File: config.mk
export PLATFORM = sky130hd
export DESIGN_NAME = fir_tdm_ctrl
export DESIGN_NICKNAME = d
export VERILOG_FILES = /design/src/rtl/fir_tdm_ctrl.sv
export SDC_FILE = /design/constraint.sdc
export NUM_CORES = 1
export LEC_CHECK = 0
export BUFFER_PORTS_ARGS = -buffer_cell sky130_fd_sc_hd__buf_2
export CAP_MARGIN = 20
export CELL_PAD_IN_SITES_DETAIL_PLACEMENT = 1
export CELL_PAD_IN_SITES_GLOBAL_PLACEMENT = 1
export CORE_MARGIN = 2
export CORE_UTILIZATION = 50
export CTS_CLUSTER_SIZE = 24
export DETAILED_ROUTE_END_ITERATION = 16
export PLACE_DENSITY = 0.77
export SETUP_SLACK_MARGIN = 0.05
export SLEW_MARGIN = 20
export SYNTH_ARGS = -nofsm -noshare
export SYNTH_HDL_FRONTEND = slang
export SYNTH_SLANG_ARGS = --single-unit
File: constraint.sdc
create_clock -name clk -period 14.93 [get_ports clk]
set_input_delay 2.986 -clock clk [delete_from_list [all_inputs] [get_ports clk]]
set_output_delay 2.986 -clock clk [all_outputs]
set_load 0.01 [all_outputs]
File: src/rtl/fir_tdm_ctrl.sv
`default_nettype none
// +--------------------------------------------------------------------------+
// | Module      : fir_tdm_ctrl                                               |
// | Description : Time-multiplexed FIR sequencer. One shared signed MAC      |
// |               walks N taps per accepted sample and emits one rounded,    |
// |               saturated output.                                          |
// | Revision    : 1.0  initial release                                       |
// +--------------------------------------------------------------------------+
module fir_tdm_ctrl #(
  parameter int L  = 12,
  parameter int N  = 8,
  parameter int CW = 16,
  parameter int SH = 14,
  parameter int AW = L + CW + $clog2(N) + 1
) (
  input  logic                 clk,
  input  logic                 rst,
  input  logic                 cfg_we,
  input  logic [$clog2(N)-1:0] cfg_addr,
  input  logic [CW-1:0]        cfg_data,
  input  logic [L-1:0]         x,
  input  logic                 x_valid,
  output logic                 x_ready,
  output logic [L-1:0]         y,
  output logic                 y_valid
);

  localparam int KW = $clog2(N);
  localparam int PW = L + CW;
  localparam logic [KW-1:0]        c_k_last = KW'(N - 1);
  localparam logic [CW-1:0]        c_unity  = CW'(2 ** SH);
  localparam logic signed [AW-1:0] c_round  = AW'(2 ** (SH - 1));
  localparam logic signed [AW-1:0] c_y_max  = {{(AW - L + 1){1'b0}}, {(L - 1){1'b1}}};
  localparam logic signed [AW-1:0] c_y_min  = {{(AW - L + 1){1'b1}}, {(L - 1){1'b0}}};

  typedef enum logic [0:0] {
    S_IDLE = 1'b0,
    S_MAC  = 1'b1
  } state_t;

  state_t               state_q, state_d;
  logic [KW-1:0]        k_q, k_d;
  logic [KW-1:0]        wp_q, wp_d;
  logic [KW-1:0]        base_q, base_d;
  logic signed [AW-1:0] acc_q, acc_d;
  logic [L-1:0]         hist_q [N];
  logic [L-1:0]         hist_d [N];
  logic [CW-1:0]        coef_q [N];
  logic [CW-1:0]        coef_d [N];
  logic [L-1:0]         y_q, y_d;
  logic                 y_valid_q, y_valid_d;
  logic                 x_ready_q, x_ready_d;

  logic [KW-1:0]        tap_idx;
  logic signed [PW-1:0] prod;
  logic signed [AW-1:0] sum;
  logic signed [AW-1:0] rounded;
  logic signed [AW-1:0] scaled;
  logic [L-1:0]         sat;

  always_comb begin
    // History is a power-of-two ring, so the subtraction wraps naturally.
    tap_idx = base_q - k_q;
    prod    = PW'($signed(coef_q[k_q])) * PW'($signed(hist_q[tap_idx]));
    sum     = acc_q + AW'(prod);
    rounded = sum + c_round;
    scaled  = rounded >>> SH;
    if (scaled > c_y_max) begin
      sat = c_y_max[L-1:0];
    end else if (scaled < c_y_min) begin
      sat = c_y_min[L-1:0];
    end else begin
      sat = scaled[L-1:0];
    end

    state_d   = state_q;
    k_d       = k_q;
    wp_d      = wp_q;
    base_d    = base_q;
    acc_d     = acc_q;
    hist_d    = hist_q;
    coef_d    = coef_q;
    y_d       = y_q;
    y_valid_d = 1'b0;
    x_ready_d = x_ready_q;

    case (state_q)
      S_IDLE: begin
        if (cfg_we) begin
          coef_d[cfg_addr] = cfg_data;
        end
        if (x_valid) begin
          hist_d[wp_q] = x;
          base_d       = wp_q;
          wp_d         = wp_q + KW'(1);
          acc_d        = '0;
          k_d          = '0;
          x_ready_d    = 1'b0;
          state_d      = S_MAC;
        end
      end
      S_MAC: begin
        acc_d = sum;
        k_d   = k_q + KW'(1);
        if (k_q == c_k_last) begin
          y_d       = sat;
          y_valid_d = 1'b1;
          x_ready_d = 1'b1;
          state_d   = S_IDLE;
        end
      end
      default: begin
        state_d   = S_IDLE;
        x_ready_d = 1'b1;
      end
    endcase
  end

  always_ff @(posedge clk or negedge rst) begin
    if (!rst) begin
      state_q   <= S_IDLE;
      k_q       <= '0;
      wp_q      <= '0;
      base_q    <= '0;
      acc_q     <= '0;
      y_q       <= '0;
      y_valid_q <= 1'b0;
      x_ready_q <= 1'b1;
      for (int i = 0; i < N; i++) begin
        hist_q[i] <= '0;
        coef_q[i] <= (i == 0) ? c_unity : '0;
      end
    end else begin
      state_q   <= state_d;
      k_q       <= k_d;
      wp_q      <= wp_d;
      base_q    <= base_d;
      acc_q     <= acc_d;
      hist_q    <= hist_d;
      coef_q    <= coef_d;
      y_q       <= y_d;
      y_valid_q <= y_valid_d;
      x_ready_q <= x_ready_d;
    end
  end

  assign x_ready = x_ready_q;
  assign y       = y_q;
  assign y_valid = y_valid_q;

endmodule
`default_nettype wire

==> results.py <==
metrics = {
    "route": {
        "num_vias": 13841,
        "drc": 0,
        "wl_per_cell_um": 22.5,
        "drt-initial-drc-count": 626,
        "first_pass_iters": 5,
        "ant_nets": 0,
        "wirelength_um": 53900,
        "via_per_inst": 5.76,
    },
    "clock_tree": {
        "ctsResizeCount": 0,
        "insertion_delay_ns": 0.56,
        "clkTransAtPathRegs_ns": 0.06,
        "hold_buffers": 0,
        "clock-root-buffer": "clkbuf_16",
        "numClockSinks": 280,
        "cts.htree.levels": 2,
        "cts_buffers": 34,
        "cts_max_path_buffers": 3,
        "cts_tree": "yes",
        "postCtsSetupRepairBufs": 0,
    },
    "layout": {
        "regArea_mm2": 0.00701,
        "drive_above_1_share_pct": 25.4,
        "stdcell_count": 2401,
        "area_growth_pct": 8.90,
        "final_util_pct": 55.2,
        "multi_input_area_mm2": 0.0131,
        "nNetsFinal": 2185,
        "fillerInstances": 4353,
    },
    "place": {
        "dp_hpwl_um": 39300,
        "dp.cells": 2341,
        "place_congestion": 0.873,
        "io_buffers": 48,
    },
    "logic_synthesis": {
        "muxShareOfSynthArea_pct": 20.6,
        "synthCells": 1806,
        "synthSimpleGateAreaFrac_pct": 7.67,
        "synth_top_area_share_pct": 32.6,
        "syn_nets": 2153,
        "synth.distinct_cells": 71,
        "ys.flop_type": "dfrtp_1",
        "yosys_warnings": 0,
        "synth_edf_count": 0,
        "ys_ff_latch": 280,
        "ys_async_sr_fraction_pct": 100,
        "seq_area_frac_synth_pct": 32.9,
        "netlist_area_mm2": 0.0213,
        "synthTopCellsByArea": "dfrtp_1, fa_1, mux2_2, mux4_2, ha_1",
        "synth_compound_area_share_pct": 4.93,
        "synthAdderAreaFrac_pct": 26.2,
        "synth_top_area_cell": "dfrtp_1",
        "synth_top_family_by_area": "adder cells",
        "syn-mean-instance-area_um2": 11.8,
        "synth-xor-area-share_pct": 1.93,
    },
    "setup_path": {
        "required_ns": 15.32,
        "crit_path_max_fanout": 24,
        "cp-end-kind": "flip-flop",
        "slowest_stage": "a221oi_1",
        "cp-start-kind": "flip-flop",
        "cp.arrival_ns": 10.85,
        "path_class": "reg2reg",
        "slowest_delay_ns": 0.70,
    },
    "hold_path": {
        "hold_class": "reg2reg",
    },
    "timing": {
        "hold_viol": 0,
        "finClkSkew_ns": 0.0250,
        "final.min_clock_period_ns": 10.46,
        "maxSlewViolCount": 0,
        "slew_headroom_pct": 25.7,
        "setup_violations": 0,
        "tns_ns": 0,
        "rsz0062_at_grt": "false",
        "worstMarginPinSlew_ns": 1.11,
        "timing.hold.ws_ns": 0.501,
        "period_share_pct": 70.1,
        "max_freq_mhz": 95.6,
    },
    "floorplan": {
        "die-area_mm2": 0.0443,
        "io_pins": 49,
        "die_height_um": 210,
        "coreArea_mm2": 0.0420,
        "start_util_pct": 50.7,
        "dieWidth_um": 210,
        "rows": 75,
    },
    "run": {
        "drv_cap": 0,
    },
    "global_route": {
        "grt_max_degree": 178,
        "grt_use_total_pct": 25.8,
        "overflow": 0,
        "antenna_found_initial": 1,
        "grt_pass1_vias": 15964,
        "grt_pass1_wl_um": 89100,
    },
    "status": {
        "status": "complete, no violations",
    },
}
[worst max-delay path: cells and delay by family, from the launching register on]
family,cells,cell delay (ns)
multiplexers,2,0.80
AO/OA/AOI/OAI,7,2.48
AND/OR/NAND/NOR,3,0.70
flip-flops,1,0.36
XOR/XNOR,3,1.00
buffers and inverters,8,0.85
adder cells (fa/ha/maj),9,4.05
[flip-flops by register name (all words and copies together), names as in the netlist]
name     flops
wp_q         3
base_q       3
x_ready      1
y_valid      1
acc_q       32
state_q      1
k_q          3
coef_q     128
y           12
hist_q      96
[cells in the mapped netlist, types with 4 or more instances]
master and number:
dfrtp_1 278, mux2_2 250, inv_1 243, fa_1 224, nand2_1 142, nor2_1 127, ha_1 88, mux4_2 56
clkbuf_1 54, a21oi_1 34, xnor2_1 34, mux2i_1 31, o31ai_1 25, o21ai_0 19, nand3_1 17, nand2b_1 13
xor2_1 13, buf_1 12, nor3_1 10, o21ai_2 10, and2_1 8, a21o_1 7, and3_1 7, nand4_1 6
nor2b_1 6, or2_2 6, buf_2 5, nor4_1 5, o211ai_1 5, o21a_1 5, buf_6 4, nor3b_1 4
[worst paths after layout]
check,from,endpoint,slack (ns),cells after the start
hold / removal,coef_q[105]$_DFFE_PN0P_,coef_q[105]$_DFFE_PN0P_,0.50,1
hold reg to reg,coef_q[105]$_DFFE_PN0P_,coef_q[105]$_DFFE_PN0P_,0.50,1
setup / recovery,base_q[0]$_DFFE_PN0P_,y[0]$_DFFE_PN0P_,4.47,32
min in group asynchronous,rst,acc_q[6]$_DFFE_PN0P_,2.50,1
max in group asynchronous,rst,hist_q[92]$_DFFE_PN0P_,10.93,2
setup reg to reg,base_q[0]$_DFFE_PN0P_,y[0]$_DFFE_PN0P_,4.47,32
[kinds of logic after synthesis]
group,Yosys count
simple gates,366
buf+inv,319
xor+xnor,47
mux,337
compound gates,145
flops,280
fa+ha+maj,312
[placed cells by master (no fill, tap or decap), drive strengths merged, types with 11 or more instances in the layout]
cell,netlist,layout
clkbuf,54,45
xor2,13,13
o21ai,31,31
mux2,250,250
dfrtp,278,278
mux4,56,56
nand2b,13,13
nor3,11,11
fa,224,224
nand3,17,17
buf,22,72
nor2,127,127
o31ai,25,25
a21oi,35,35
xnor2,34,34
ha,88,88
inv,243,246
nand2,142,142
mux2i,31,31
[metrics by stage]
stage,cell area [µm²],setup slack [ns]
2_1_floorplan,21300,4.63
3_3_place_gp,22100,4.65
3_5_place_dp,22100,4.52
4_1_cts,23200,4.46
5_1_grt,23200,3.86
6_report,23200,4.47
[final cells by class]
type	instances	share of cell area [%]
Antenna cell	1	0.0108
Clock buffer	45	4.02
Clock inverter	14	0.544
Inverter	243	3.93
Multi-Input combinational cell	1207	56.5
Sequential cell	280	30.2
Tap cell	539	2.91
Timing Repair Buffer	72	1.91
[layer usage]
metal	GRT usage, %	vias up	part of all wire, %
met3	3.52	72	3.6
met2	44.2	248	50
met4	6.65	0	2.1
li1	-	6085	-
met5	0	-	0
met1	34.9	7436	45
Power is not shown: default switching activity piles up to over one toggle a cycle in this logic, so the estimate is an artifact.
